**src/rtl/pipe_hazard_ctrl_pkg.sv**
```systemverilog
// Shared types and constants for the pipeline stall/flush sequencer.
package pipe_ctrl_pkg;

    // Sequencer states: normal issue, waiting on the LSU, latched LSU timeout.
    typedef enum logic [1:0] {
        RUN      = 2'd0,
        MEM_WAIT = 2'd1,
        FAULT    = 2'd2
    } state_e;

    // Per-stage control bundle driven to the pipeline registers.
    typedef struct packed {
        logic pc_en;
        logic ifid_en;
        logic ifid_flush;
        logic idex_en;
        logic idex_flush;
        logic exmem_en;
        logic memwb_flush;
    } stage_ctrl_t;

    // Instruction the stage registers load when flushed (addi x0, x0, 0).
    localparam logic [31:0] NOP_INSTR = 32'h0000_0013;

    // Free-running pipeline: everything advances, nothing is cleared.
    function automatic stage_ctrl_t ctrl_flow();
        stage_ctrl_t c;
        c.pc_en       = 1'b1;
        c.ifid_en     = 1'b1;
        c.ifid_flush  = 1'b0;
        c.idex_en     = 1'b1;
        c.idex_flush  = 1'b0;
        c.exmem_en    = 1'b1;
        c.memwb_flush = 1'b0;
        return c;
    endfunction

    // Whole front end frozen, a bubble is pushed into WB.
    function automatic stage_ctrl_t ctrl_freeze();
        stage_ctrl_t c;
        c.pc_en       = 1'b0;
        c.ifid_en     = 1'b0;
        c.ifid_flush  = 1'b0;
        c.idex_en     = 1'b0;
        c.idex_flush  = 1'b0;
        c.exmem_en    = 1'b0;
        c.memwb_flush = 1'b1;
        return c;
    endfunction

    // True when a source register is read and matches the producing rd.
    function automatic logic src_hit(input logic used, input logic [4:0] rs, input logic [4:0] rd);
        return used && (rs == rd);
    endfunction

endpackage

```
**src/rtl/pipe_hazard_ctrl_sat_counter.sv**
```systemverilog
// Saturating up-counter with synchronous clear; holds at all-ones.
module sat_counter #(
    parameter int W = 16
) (
    input  logic         clk_i,
    input  logic         rst_ni,
    input  logic         clr_i,
    input  logic         inc_i,
    output logic [W-1:0] cnt_o
);

    logic [W-1:0] cnt_r;

    // Count register: clear wins, then increment unless already saturated.
    always_ff @(posedge clk_i or negedge rst_ni) begin
        if (!rst_ni) begin
            cnt_r <= '0;
        end else if (clr_i) begin
            cnt_r <= '0;
        end else if (inc_i && (cnt_r != {W{1'b1}})) begin
            cnt_r <= cnt_r + W'(1'b1);
        end else begin
            cnt_r <= cnt_r;
        end
    end

    assign cnt_o = cnt_r;

endmodule

```
**src/rtl/pipe_hazard_ctrl.sv**
```systemverilog
// Stall/flush sequencer for the 5-stage pipeline: load-use, branch flush,
// LSU wait with timeout watchdog, and saturating debug event counters.
module pipe_hazard_ctrl
    import pipe_ctrl_pkg::*;
#(
    parameter int TIMEOUT_CYC = 16,
    parameter int CNT_W       = 16
) (
    input  logic             clk_i,
    input  logic             rst_ni,
    input  logic [4:0]       id_rs1_addr_i,
    input  logic [4:0]       id_rs2_addr_i,
    input  logic             id_rs1_used_i,
    input  logic             id_rs2_used_i,
    input  logic [4:0]       ex_rd_addr_i,
    input  logic             ex_rd_wren_i,
    input  logic             ex_is_load_i,
    input  logic             id_br_taken_i,
    input  logic             mem_req_i,
    input  logic             mem_ack_i,
    output logic             pc_en_o,
    output logic             ifid_en_o,
    output logic             ifid_flush_o,
    output logic             idex_en_o,
    output logic             idex_flush_o,
    output logic             exmem_en_o,
    output logic             memwb_flush_o,
    output logic             mem_err_o,
    output logic [CNT_W-1:0] stall_cnt_o,
    output logic [CNT_W-1:0] flush_cnt_o
);

    state_e      state_r, state_s;
    logic [7:0]  wait_r, wait_s;
    logic        mem_err_r, mem_err_s;
    logic        lu_s, mw_s, ack_s;
    stage_ctrl_t run_ctrl_s, ctrl_s;

    // Hazard sources; an ack without a pending request means nothing.
    assign lu_s  = ex_is_load_i && ex_rd_wren_i && (ex_rd_addr_i != 5'd0) &&
                   (src_hit(id_rs1_used_i, id_rs1_addr_i, ex_rd_addr_i) ||
                    src_hit(id_rs2_used_i, id_rs2_addr_i, ex_rd_addr_i));
    assign mw_s  = mem_req_i && !mem_ack_i;
    assign ack_s = mem_req_i && mem_ack_i;

    // Normal-issue response: load-use bubble beats branch flush.
    always_comb begin
        run_ctrl_s = ctrl_flow();
        if (lu_s) begin
            run_ctrl_s.pc_en      = 1'b0;
            run_ctrl_s.ifid_en    = 1'b0;
            run_ctrl_s.idex_flush = 1'b1;
        end else if (id_br_taken_i) begin
            run_ctrl_s.ifid_flush = 1'b1;
        end else begin
            run_ctrl_s = ctrl_flow();
        end
    end

    // Next state, wait counter, fault flag and stage controls.
    always_comb begin
        state_s   = state_r;
        wait_s    = wait_r;
        mem_err_s = mem_err_r;
        ctrl_s    = run_ctrl_s;
        case (state_r)
            RUN: begin
                if (mw_s) begin
                    ctrl_s  = ctrl_freeze();
                    state_s = MEM_WAIT;
                    wait_s  = 8'd1;
                end else begin
                    ctrl_s  = run_ctrl_s;
                end
            end
            MEM_WAIT: begin
                if (ack_s) begin
                    ctrl_s  = run_ctrl_s;
                    state_s = RUN;
                    wait_s  = 8'd0;
                end else if (wait_r >= 8'(TIMEOUT_CYC)) begin
                    ctrl_s    = ctrl_freeze();
                    state_s   = FAULT;
                    wait_s    = 8'd0;
                    mem_err_s = 1'b1;
                end else begin
                    ctrl_s  = ctrl_freeze();
                    wait_s  = wait_r + 8'd1;
                end
            end
            FAULT: begin
                ctrl_s    = ctrl_freeze();
                mem_err_s = 1'b1;
            end
            default: begin
                // Corrupted state encoding is treated as an LSU fault.
                ctrl_s    = ctrl_freeze();
                state_s   = FAULT;
                wait_s    = 8'd0;
                mem_err_s = 1'b1;
            end
        endcase
    end

    // State, wait counter and sticky fault registers.
    always_ff @(posedge clk_i or negedge rst_ni) begin
        if (!rst_ni) begin
            state_r   <= RUN;
            wait_r    <= 8'd0;
            mem_err_r <= 1'b0;
        end else begin
            state_r   <= state_s;
            wait_r    <= wait_s;
            mem_err_r <= mem_err_s;
        end
    end

    assign pc_en_o       = ctrl_s.pc_en;
    assign ifid_en_o     = ctrl_s.ifid_en;
    assign ifid_flush_o  = ctrl_s.ifid_flush;
    assign idex_en_o     = ctrl_s.idex_en;
    assign idex_flush_o  = ctrl_s.idex_flush;
    assign exmem_en_o    = ctrl_s.exmem_en;
    assign memwb_flush_o = ctrl_s.memwb_flush;
    assign mem_err_o     = mem_err_r;

    sat_counter #(.W(CNT_W)) u_stall_cnt (
        .clk_i  (clk_i),
        .rst_ni (rst_ni),
        .clr_i  (1'b0),
        .inc_i  (!ctrl_s.pc_en),
        .cnt_o  (stall_cnt_o)
    );

    sat_counter #(.W(CNT_W)) u_flush_cnt (
        .clk_i  (clk_i),
        .rst_ni (rst_ni),
        .clr_i  (1'b0),
        .inc_i  (ctrl_s.ifid_flush),
        .cnt_o  (flush_cnt_o)
    );

endmodule

```
**config.mk**
```make
export PLATFORM = sky130hd
export DESIGN_NAME = pipe_hazard_ctrl
export DESIGN_NICKNAME = d
export VERILOG_FILES = /design/src/rtl/pipe_hazard_ctrl_pkg.sv /design/src/rtl/pipe_hazard_ctrl_sat_counter.sv /design/src/rtl/pipe_hazard_ctrl.sv
export SDC_FILE = /design/constraint.sdc
export NUM_CORES = 1
export LEC_CHECK = 0
export BUFFER_PORTS_ARGS = -buffer_cell sky130_fd_sc_hd__buf_4
export CORE_MARGIN = 5
export CORE_UTILIZATION = 30
export CTS_CLUSTER_DIAMETER = 150
export DETAILED_ROUTE_END_ITERATION = 12
export SYNTH_ARGS = -nofsm -noshare
export SYNTH_HDL_FRONTEND = slang
export SYNTH_SLANG_ARGS = --single-unit
```
**constraint.sdc**
```tcl
create_clock -name clk_i -period 2.3 [get_ports clk_i]
set_clock_uncertainty 0.2 [all_clocks]
set_input_delay 0.345 -clock clk_i [delete_from_list [all_inputs] [get_ports clk_i]]
set_output_delay 0.345 -clock clk_i [all_outputs]
set_load 0.01 [all_outputs]
```
==> results of run 1 <==
-- cell type report --
type | instances | share of cell area, %
Timing Repair Buffer | 82 | 20.59
Tap cell | 99 | 3.973
Sequential cell | 43 | 34.55
Multi-Input combinational cell | 158 | 37.20
Clock inverter | 2 | 0.5217
Inverter | 4 | 0.5217
Clock buffer | 6 | 2.648
-- per-layer routing --
| metal | up-vias | GRT usage [%] | share of wire (%) |
|---|---|---|---|
| met5 | - | 0 | 0 |
| met4 | 0 | 4.212 | 1.6 |
| met3 | 6 | 4.460 | 7.0 |
| met2 | 51 | 16.72 | 43 |
| met1 | 850 | 15.27 | 49 |
| li1 | 908 | - | - |
-- per-stage QoR --
| step | instance area (µm²) | setup slack [ns] | instances |
|---|---|---|---|
| after detailed placement | 2950 | -0.03054 | 382 |
| after global placement | 2950 | -0.01634 | 382 |
| after floorplan | 2260 | 0.1100 | 209 |
| after global routing | 3118 | 0.005222 | 394 |
| after CTS | 3102 | 0.0002838 | 393 |
| final | 3118 | 0.08442 | 394 |
-- synthesized netlist by cell type (2+ instances only) --
library cell               instances  area [µm²]
sky130_fd_sc_hd__dfrtp_1          43        1076
sky130_fd_sc_hd__xnor2_1          23       201.4
sky130_fd_sc_hd__nand2_1          20       75.07
sky130_fd_sc_hd__nand3_1          13       65.06
sky130_fd_sc_hd__nor2_1           12       45.04
sky130_fd_sc_hd__xor2_1           10       87.58
sky130_fd_sc_hd__and3_1            8       50.05
sky130_fd_sc_hd__nand4_1           8       50.05
sky130_fd_sc_hd__and2_1            4       25.02
sky130_fd_sc_hd__ha_1              4       50.05
sky130_fd_sc_hd__nor3_1            4       20.02
sky130_fd_sc_hd__a21oi_1           3       15.01
sky130_fd_sc_hd__and4_1            3       26.28
sky130_fd_sc_hd__inv_1             3       11.26
sky130_fd_sc_hd__mux2_2            3       33.78
sky130_fd_sc_hd__nor2b_1           3       18.77
sky130_fd_sc_hd__nor3b_1           3       22.52
sky130_fd_sc_hd__nor4b_1           3       26.28
sky130_fd_sc_hd__a211oi_4          2       40.04
sky130_fd_sc_hd__a21boi_0          2       15.01
sky130_fd_sc_hd__a22o_1            2       17.52
sky130_fd_sc_hd__a31o_2            2       17.52
sky130_fd_sc_hd__buf_4             2       15.01
sky130_fd_sc_hd__mux2_1            2       22.52
sky130_fd_sc_hd__o21ai_0           2       10.01
sky130_fd_sc_hd__o21ai_1           2       10.01
sky130_fd_sc_hd__o22a_1            2       17.52
sky130_fd_sc_hd__or2_2             2       12.51
sky130_fd_sc_hd__or3_1             2       12.51
-- flip-flops by register name, indices dropped and copies added (netlist names) --
register / cells
u_stall_cnt.cnt_o: 16
u_flush_cnt.cnt_o: 16
state_r: 2
mem_err_o: 1
wait_r: 8
-- where the power goes --
group / switching, mW / leakage, nW / internal (mW) / total (mW)
Sequential: 0.151 / 0.561 / 0.895 / 1.05
Combinational: 0.358 / 0.853 / 0.431 / 0.789
Clock: 0.276 / 0.0474 / 0.245 / 0.522
Total: 0.785 / 1.46 / 1.57 / 2.36
-- critical path, cell delays in order --
cell	delay [ns]
sky130_fd_sc_hd__buf_4	0.12
sky130_fd_sc_hd__or3_1	0.39
sky130_fd_sc_hd__o311a_4	0.38
sky130_fd_sc_hd__a21oi_4	0.21
sky130_fd_sc_hd__buf_6	0.13
sky130_fd_sc_hd__buf_6	0.09
-- timing repair --
| item | in CTS | in global routing |
|---|---|---|
| hold endpoints to repair | 43 | 0 |
| gates resized for setup | 7 | 3 |
| setup buffers | 2 | 2 |
| endpoints found under the setup margin | 3 | 5 |
| pin swaps | 1 | 1 |
| hold buffers | 1 | 0 |
-- how the worst max path moves through the flow --
stage	depth (start not counted)	endpoint	startpoint
after floorplan	5	pc_en_o	ex_rd_addr_i[0]
after global placement	5	u_flush_cnt.cnt_o[1]	ex_rd_addr_i[0]
after detailed placement	5	u_flush_cnt.cnt_o[1]	ex_rd_addr_i[0]
after CTS	6	pc_en_o	state_r[0]
after global routing	6	wait_r[2]	wait_r[4]
final	6	pc_en_o	ex_rd_addr_i[0]
-- kinds of logic (layout without fill, tap and decap cells) --
group	after synthesis	count (layout)
compound gates	25	25
xor+xnor	33	33
buf+inv	8	94
mux	6	6
simple gates	90	90
fa+ha+maj	4	4
flops	43	43
==> results list, run 1 <==
- Width of the chip: 96.79 µm
- Final-layout worst hold slack: 0.05500 ns
* Simple-gate portion of the synthesized area: 21.65%
- Wirelength, routed: 5.068 mm
- Total gr overflow: 0
- Pwr dens: 755.8 nW/µm²
* Number of clock buffers inserted by TritonCTS: 5
- Remaining max-slew budget at the tightest pin: 64.27%
- Dividing the detail-routed via count by the number of cells gives 4.607.
* Antenna violations before repair: 0
- The synthesized netlist devotes 2.215% of its cell area to adder and majority cells.
- Clock insertion delay at the later pin of the skew report: 0.30 ns
- In the synthesized netlist the async set-or-reset flop fraction comes to 100.0%.
* Data required time at the worst endpoint: 1.75 ns
* Post-Synthesis Mean Instance Area: 10.81 µm²
* Starting utilization of the core area: 30.99%
- Synth Cell Area: 2260 µm²
* Critical Path Source Type: input port
- H-tree levels: 2
- The synthesized netlist devotes 12.79% of its cell area to XOR and XNOR gates.
- Across the run, the number of max-cap violations was 0.
- The number of hold violations in the final report came to 0.
- Unrepaired setup endpoints after global routing: no
- ANT nets after route: 0
- Maximum number of pins on one net before global-route repair: 44
- # clock sinks: 43
- Vertical extent of the die: 96.79 µm
- The number of antenna diodes in the final layout is 0.
* Post-detailed-placement half-perimeter wirelength: 3.852 mm
- The worst hold path begins at mem_ack_i.
* Area occupied by registers: 1077 µm²
- Number of ports placed on the die boundary: 64
- The library cell used most frequently in the layout, excluding fill and tap cells, is sky130_fd_sc_hd__buf_4.
- Overall power of the completed layout: 2.357 mW
- The area growth from synthesis to layout is 37.98%.
- LEAKAGE: 1.462 nW
- Tcrit/Tclk final: 96.33%
- Final setup violating endpoints: 0
- Routability-driven placement congestion ratio: 0.8418
* Maximum clock insertion buffer count: 2
- The final number of max-transition violations was 0.
- Of the cells placed in the final design, the portion with a size suffix greater than 1 is 36.95%.
* Number of violations reported at the end of detailed-routing iteration 0: 100
* Fmax: 451.3 MHz
* VDD IR-drop max: 272.3 µV
- Data arrives at the worst endpoint at 1.67 ns.
- The smallest clock period supported by the final layout is computed as 2.216 ns.
* Global-route wire length before repair: 8.997 mm
- Detailed-route via count: 1815
- In the final timing run, aggregate negative setup slack is 0 ns.
* R2r worst-path depth: 6
- Count of cell types in the netlist: 46
* Synth Area in Compound Gates: 10.69%
- In the final routed layout, each cell accounts on average for 12.86 µm.
* Vias in the first global route: 1836
- Along the worst hold path, the cell count comes to 2.
- Primary FF master, synth: sky130_fd_sc_hd__dfrtp_1
- After synthesis, the largest family of logic cells by area is simple AND/OR/NAND/NOR gates.
- TritonCTS clock tree: built
* Net count of the finished layout: 322
- Area inside the core boundary: 7292 µm²
- Measured against the total synthesized area, the mux share comes to 2.935%.
- Mapped Cells: 209
- Flop-to-flop setup slack: 0.15 ns
- The die covers 9368 µm².
- In the layout the commonest cells are sky130_fd_sc_hd__buf_4, sky130_fd_sc_hd__dfrtp_1, sky130_fd_sc_hd__xnor2_1.
- For this run, the number of Yosys warnings is 0.
* Category of the most critical setup path: in -> out
- Fill cells in the final layout number 724.
- In the routed design, unresolved DRC markers number 0.
- DRT Pass-1 Iters: 6
- Multi-input gate area: 1160 µm²
- The flow ran to the end, and the final reports show no timing, DRC or antenna violations.
- Clock-pin slew was measured on the worst setup and hold paths at 0.09 ns.
* Worst setup EP type: output port
- The floorplan has 31 rows.
- In this run, synthesis produced a sequential element count of 43.
- Root buffer selected by CTS: sky130_fd_sc_hd__clkbuf_8
* Number of enable flip-flop cells after synthesis: 0
* Capture point of the worst reg-to-reg path: wait_r[2]
- Min-Delay Endpoint: state_r[0]
- Peak fanout along the critical path: 5
- Final core utilization: 42.76%
* Portion of the post-synthesis area used by sequential elements: 47.62%
- Number of buffers inserted by port buffering: 63
* Crit Reg-Reg Startpoint: wait_r[4]
* Slew of the pin with the lowest slew margin: 0.5359 ns
- Total routing usage reported by global routing: 11.44%
* Hold Crit Class: in -> reg
- Counting every net in the synthesized netlist gives 237.
Power figures use the tool's default switching activity.
==> inputs of run 2 (changes only) <==
Settings changed: RECOVER_POWER from default to 25.
==> results list, run 2 (synthesis results as in run 1) <==
* Diodes inserted: 0 (unchanged)
- Number of ports placed on the die boundary: 64 (unchanged)
- Number of clock buffers inserted by TritonCTS: 5 (unchanged)
* Vias in the first global route: 1836 (unchanged)
- ANT nets after route: 0 (unchanged)
- The initial DRC count came to 100 (unchanged).
- The post-placement cell area was 2950 µm² (unchanged).
- Highest-count cells in the layout ignoring fill and taps: sky130_fd_sc_hd__buf_4, sky130_fd_sc_hd__dfrtp_1, sky130_fd_sc_hd__xnor2_1
- Longest individual stage delay on the worst path: 0.39 ns (about the same)
- The critical path goes through buf_4 > or3_1 > o311a_4 > a21oi_4 > buf_6 > buf_6.
- In this run the critical register-to-register path is launched from wait_r[4].
- Wire length per cell: 12.86 µm (about the same)
- The critical-path maximum fanout came to 5 (unchanged).
- The highest attainable clock frequency came to 451.3 MHz (unchanged).
- The run finished with clean final reports.
- The total internal power came to 1.571 mW (about the same).
- Worst setup EP type: output port
- The x dimension of the die came to 96.79 µm (unchanged).
- Clock insertion delay at the later pin of the skew report: 0.30 ns (about the same)
* Hold Crit Class: in -> reg
* Final setup violating endpoints: 0 (unchanged)
* Total routing usage reported by global routing: 11.44% (unchanged)
- Count of non-filler cells in the finished layout: 394 (unchanged)
* Number of buffers inserted by port buffering: 63 (unchanged)
- Setup repair after global routing left no endpoint under its margin.
- In this design, the critical path's most frequently occurring cell is sky130_fd_sc_hd__buf_6.
* Final routed DRC violation total: 0 (unchanged)
- The core footprint was 7292 µm² (unchanged).
- The average via count per standard cell was 4.607 (unchanged).
* Portion of total power attributed to combinational logic: 33.4% (about the same)
- Origin of the worst min-delay path: mem_ack_i
- Category of the most critical setup path: in -> out
* Data arrival at the endpoint of the critical path: 1.67 ns (about the same)
- Net count of the finished layout: 322 (unchanged)
* Post-detailed-placement half-perimeter wirelength: 3.852 mm (unchanged)
- The number of clock sinks was 43 (unchanged).
- Pwr dens: 756.2 nW/µm² (about the same)
- Slew of the pin with the lowest slew margin: 1.042 ns (+0.5064 ns)
* Wirelength, routed: 5.067 mm (about the same)
- The largest vdd supply drop came to 272.3 µV (about the same).
* Layout cells sized above 1: 36.95% (unchanged)
- The die area is 9368 µm² (unchanged).
- The critical path starts at ex_rd_addr_i[0].
* Maximum clock insertion buffer count: 2 (unchanged)
- Final critical-path required period: 2.216 ns (unchanged)
- The pin count of the biggest net entering global routing came to 44 (unchanged).
- Final cell area excluding filler cells: 3115 µm² (about the same)
- Standard cell with the maximum stage delay on the critical path: sky130_fd_sc_hd__or3_1
* Most common cell after layout, fill and taps aside: sky130_fd_sc_hd__buf_4
* Overall power of the completed layout: 2.356 mW (about the same)
* Global-route wire length before repair: 8.997 mm (unchanged)
- The initial antenna violation count came to 0 (unchanged).
* Vertical extent of the die: 96.79 µm (unchanged)
- The part of the power in registers is 44.4% (about the same).
- Number of hold violations in the final report: 0 (unchanged)
- The clock network fraction of total power is 22.1% (about the same).
- Starting utilization of the core area: 30.99% (unchanged)
- TritonCTS clock tree: built
- The floorplan row count came to 31 (unchanged).
- Total gr overflow: 0 (unchanged)
- Tcrit/Tclk final: 96.33% (unchanged)
- Sw Ratio: 33.34% (about the same)
- The final number of max-transition violations was 0 (unchanged).
- Max-cap violations: 0 (unchanged)
- Placed instance count: 382 (unchanged)
- STA classifies the critical path startpoint as an input port.
- The required time reported for the critical path endpoint was 1.75 ns (about the same).
- The H-tree depth reported by CTS is 2 (unchanged).
- The setup TNS was 0 ns (unchanged).
- The routability congestion estimate from global placement was 0.8418 (unchanged).
* Clock-pin transition on the worst setup and hold timing paths: 0.09 ns (about the same)
- The tree is rooted in a sky130_fd_sc_hd__clkbuf_8.
- The total via count after detailed routing came to 1815 (unchanged).
- Growth of design area from synthesis to finish: 37.87% (about the same)
* LEAKAGE: 1.461 nW (about the same)
- Remaining max-slew budget at the tightest pin: 30.51% (-34 points)
- Switching Power: 0.7854 mW (about the same)
- The number of search-and-repair iterations in the first detailed-routing pass was 6 (unchanged).
[run 2: cell types whose count changed in the layout (fill, tap and decap cells not counted), sizes merged]
cell    delta
buf        -1
clkbuf     +1
[run 2: layout make-up]
class                   instances  area, µm²
clock inverters                 2      16.27
repair buffers                 82      639.4
fillers                       725       4177
multi-input cells             158       1160
inverters                       4      16.27
well taps                      99      123.9
flip-flops and latches         43       1077
clock buffers                   6      82.58
[run 2: routing by layer]
metal	track usage, %	routed length [µm]	vias up
li1	-	-	908
met1	15.27	2471	850
met2	16.72	2157	51
met3	4.460	357	6
met4	4.212	80	0
met5	0	0	-
[run 2: final timing paths]
path / to / slack (ns) / cells past startpoint
setup / recovery: pc_en_o / 0.08 / 6
hold / removal: state_r[0] / 0.06 / 2
setup reg to reg: wait_r[2] / 0.15 / 6
hold reg to reg: u_stall_cnt.cnt_o[11] / 0.29 / 1
max in group asynchronous: state_r[1] / 0.64 / 2
min in group asynchronous: u_flush_cnt.cnt_o[9] / 0.55 / 2
[run 2: power by group through the flow]
| stage | clock network, mW | logic (mW) | registers (mW) |
|---|---|---|---|
| 2_1_floorplan | 0 | 0.315 | 1.11 |
| 3_3_place_gp | 0 | 0.770 | 1.06 |
| 3_5_place_dp | 0 | 0.781 | 1.06 |
| 4_1_cts | 0.540 | 0.804 | 1.05 |
| 5_1_grt | 0.577 | 0.884 | 1.08 |
| 6_report | 0.522 | 0.788 | 1.05 |
[run 2: stage by stage]
| step | setup slack [ns] | util (%) | hold WS [ns] |
|---|---|---|---|
| final | 0.08442 | 42.72 | 0.05500 |
| after floorplan | 0.1100 | - | -0.1506 |
| after global routing | 0.005222 | 42.72 | 0.04762 |
| after global placement | -0.01634 | 40.46 | 0.1750 |
| after detailed placement | -0.03054 | 40.46 | 0.1699 |
| after CTS | 0.0002838 | 42.54 | 0.02832 |
[run 2: timing repair]
item                       4_1_cts  5_1_grt
hold endpoints to repair        43        0
setup endpoints to repair        3        5
gates resized for setup          7        3
hold buffers                     1        0
buffers inserted                 2        2
pin swaps                        1        1
[run 2: critical path, delay by kind of cell]
family                 cells  cell delay [ns]
AO/OA/AOI/OAI              2             0.59
buffers and inverters      3             0.34
AND/OR/NAND/NOR            1             0.39
==> inputs of run 3 (changes only) <==
Settings changed: MAX_ROUTING_LAYER from default to met4.
==> results list, run 3 (synthesis results as in run 1) <==
* Hold Path Depth: 2 (unchanged)
- Width of the chip: 96.79 µm (unchanged)
* Clock insertion delay at the later pin of the skew report: 0.30 ns (about the same)
- Standard cell with the maximum stage delay on the critical path: sky130_fd_sc_hd__or3_1
- Sw Ratio: 33.32% (about the same)
- The combined area of the multi-input logic cells came to 1160 µm² (unchanged).
- Cells along the critical path: buf_4 > or3_1 > o311a_4 > a21oi_4 > buf_6 > buf_6
- Detailed-route via count: 1814 (-0.055%)
- The clock network fraction of total power is 22.1% (about the same).
* Fmax: 451.4 MHz (about the same)
- Highest-count cells in the layout ignoring fill and taps: sky130_fd_sc_hd__buf_4, sky130_fd_sc_hd__dfrtp_1, sky130_fd_sc_hd__xnor2_1
- Data arrival at the endpoint of the critical path: 1.67 ns (about the same)
* Starting utilization of the core area: 30.99% (unchanged)
- The fraction of final layout cells with drive strength greater than 1 is 36.95% (unchanged).
* Global-route wire length before repair: 8.997 mm (unchanged)
- The largest vdd supply drop was 272.2 µV (about the same).
- The pin count of the biggest net entering global routing was 44 (unchanged).
- Peak fanout along the critical path: 5 (unchanged)
- Root buffer selected by CTS: sky130_fd_sc_hd__clkbuf_8
* Crit. path cell count: 6 (unchanged)
- Routability-driven placement congestion ratio: 0.8549 (+1.6%)
- By instance count, the cell type seen most on the critical path is sky130_fd_sc_hd__buf_6.
- The final-layout fill cell count is 725 (unchanged).
- Post-detailed-placement half-perimeter wirelength: 3.852 mm (unchanged)
- The residual overflow from global routing was 0 (unchanged).
* Final core utilization: 42.72% (unchanged)
* Portion of total power attributed to combinational logic: 33.5% (about the same)
- The final routed wirelength across all metal layers came to 5.077 mm (+0.20%).
- STA classifies the critical path endpoint as an output port.
- Number of buffers inserted by port buffering: 63 (unchanged)
- The die area is 9368 µm² (unchanged).
- Data required time at the worst endpoint: 1.75 ns (about the same)
- The average wire length per cell after detail routing was 12.89 µm (+0.20%).
- Average via count per standard cell: 4.604 (about the same)
- The antenna diode count is 0 (unchanged).
* Area inside the core boundary: 7292 µm² (unchanged)
- The number of search-and-repair iterations in the first detailed-routing pass was 6 (unchanged).
- The clock transition at the registers of the reported paths is 0.09 ns (about the same).
- Final-layout worst hold slack: 0.05526 ns (+0.0002559 ns)
- Pwr dens: 756.0 nW/µm² (about the same)
- The max-slew headroom at the worst pin is 30.23% (-0.28 points).
- Number of placement rows: 31 (unchanged)
- Placed instance count: 382 (unchanged)
- Count of non-filler cells in the finished layout: 394 (unchanged)
- LEAKAGE: 1.461 nW (unchanged)
- Hold Crit Class: in -> reg
- The setup TNS is 0 ns (unchanged).
* TritonCTS clock tree: built
- The post-placement cell area came to 2950 µm² (unchanged).
- On the critical path the largest part of the delay comes from compound AO/OA/AOI/OAI gates.
* Number of violations reported at the end of detailed-routing iteration 0: 99 (-1.0%)
* H-tree levels: 2 (unchanged)
- The number of nets with antenna violations after routing came to 0 (unchanged).
- The slew at the pin with the worst max-slew slack is 1.046 ns (+0.004183 ns).
- The number of hold violations in the final report is 0 (unchanged).
- The aggregate global-route resource usage is 11.78% (+0.34 points).
- Setup repair after global routing left no endpoint under its margin.
- Longest individual stage delay on the worst path: 0.39 ns (about the same)
- Slew Viols, Final: 0 (unchanged)
- Final worst slack: 0.08455 ns (+0.0001341 ns)
- The number of max-cap violations came to 0 (unchanged).
* Critical Path Source Type: input port
- The setup path with the least slack is of type in -> out.
- The total internal power came to 1.571 mW (about the same).
- The total of endpoints with negative setup slack in the final report was 0 (unchanged).
- Run status: complete, no violations
- The initial antenna violation count is 0 (unchanged).
* Switching Power: 0.7848 mW (about the same)
- The top-level I/O count was 64 (unchanged).
- Number of buffers and inverters on the critical path: 3 (unchanged)
- The final total power came to 2.355 mW (about the same).
- # clock sinks: 43 (unchanged)
- Vias in the first global route: 1834 (-0.11%)
* Growth of design area from synthesis to finish: 37.87% (unchanged)
- Final critical-path required period: 2.215 ns (-0.0001341 ns)
- The cell depth of the worst flop-to-flop path is 6 (unchanged).
- Final routed DRC violation total: 0 (unchanged)
* Maximum clock insertion buffer count: 2 (unchanged)
- Area occupied by registers: 1077 µm² (unchanged)
- Leaving out fill and tap cells, the most frequent cell in the layout is sky130_fd_sc_hd__buf_4.
- Tcrit/Tclk final: 96.32% (about the same)
- The final instance area was 3115 µm² (unchanged).
* Worst setup timing slack at the placement stage: -0.03054 ns (unchanged)
* Number of clock buffers inserted by TritonCTS: 5 (unchanged)
- The part of the power in registers is 44.4% (about the same).
* Net count of the finished layout: 322 (unchanged)
- The vertical die dimension came to 96.79 µm (unchanged).
## run 3: metal layers
metal | vias up | global-route usage (%) | part of all wire [%]
met4 | 0 | 4.212 | 1.6
met1 | 849 | 15.31 | 49
met3 | 6 | 4.460 | 7.1
met2 | 51 | 16.72 | 43
met5 | - | - | 0
li1 | 908 | - | -
## run 3: area by class of cell
type / instances / area share (%)
Inverter: 4 / 0.5221
Timing Repair Buffer: 82 / 20.52
Sequential cell: 43 / 34.58
Tap cell: 99 / 3.976
Clock inverter: 2 / 0.5221
Clock buffer: 6 / 2.651
Multi-Input combinational cell: 158 / 37.23
## run 3: final timing paths
path                                        from               endpoint  slack [ns]
setup / recovery                 ex_rd_addr_i[0]                pc_en_o        0.08
hold / removal                         mem_ack_i             state_r[0]        0.06
setup reg to reg                       wait_r[4]              wait_r[2]        0.15
hold reg to reg            u_stall_cnt.cnt_o[11]  u_stall_cnt.cnt_o[11]        0.29
max in group asynchronous                 rst_ni             state_r[1]        0.64
min in group asynchronous                 rst_ni   u_flush_cnt.cnt_o[9]        0.56
## run 3: timing repair
action	4_1_cts	5_1_grt
pin swaps	1	1
setup endpoints to repair	3	5
resized for setup	7	3
setup buffers	2	2
hold endpoints to repair	43	0
hold buffers	1	0
## run 3: power groups by stage
| stage | logic, mW | registers (mW) | clock network [mW] |
|---|---|---|---|
| 5_1_grt | 0.884 | 1.08 | 0.577 |
| 4_1_cts | 0.804 | 1.05 | 0.540 |
| 2_1_floorplan | 0.315 | 1.11 | 0 |
| 6_report | 0.788 | 1.05 | 0.521 |
| 3_3_place_gp | 0.770 | 1.06 | 0 |
| 3_5_place_dp | 0.781 | 1.06 | 0 |
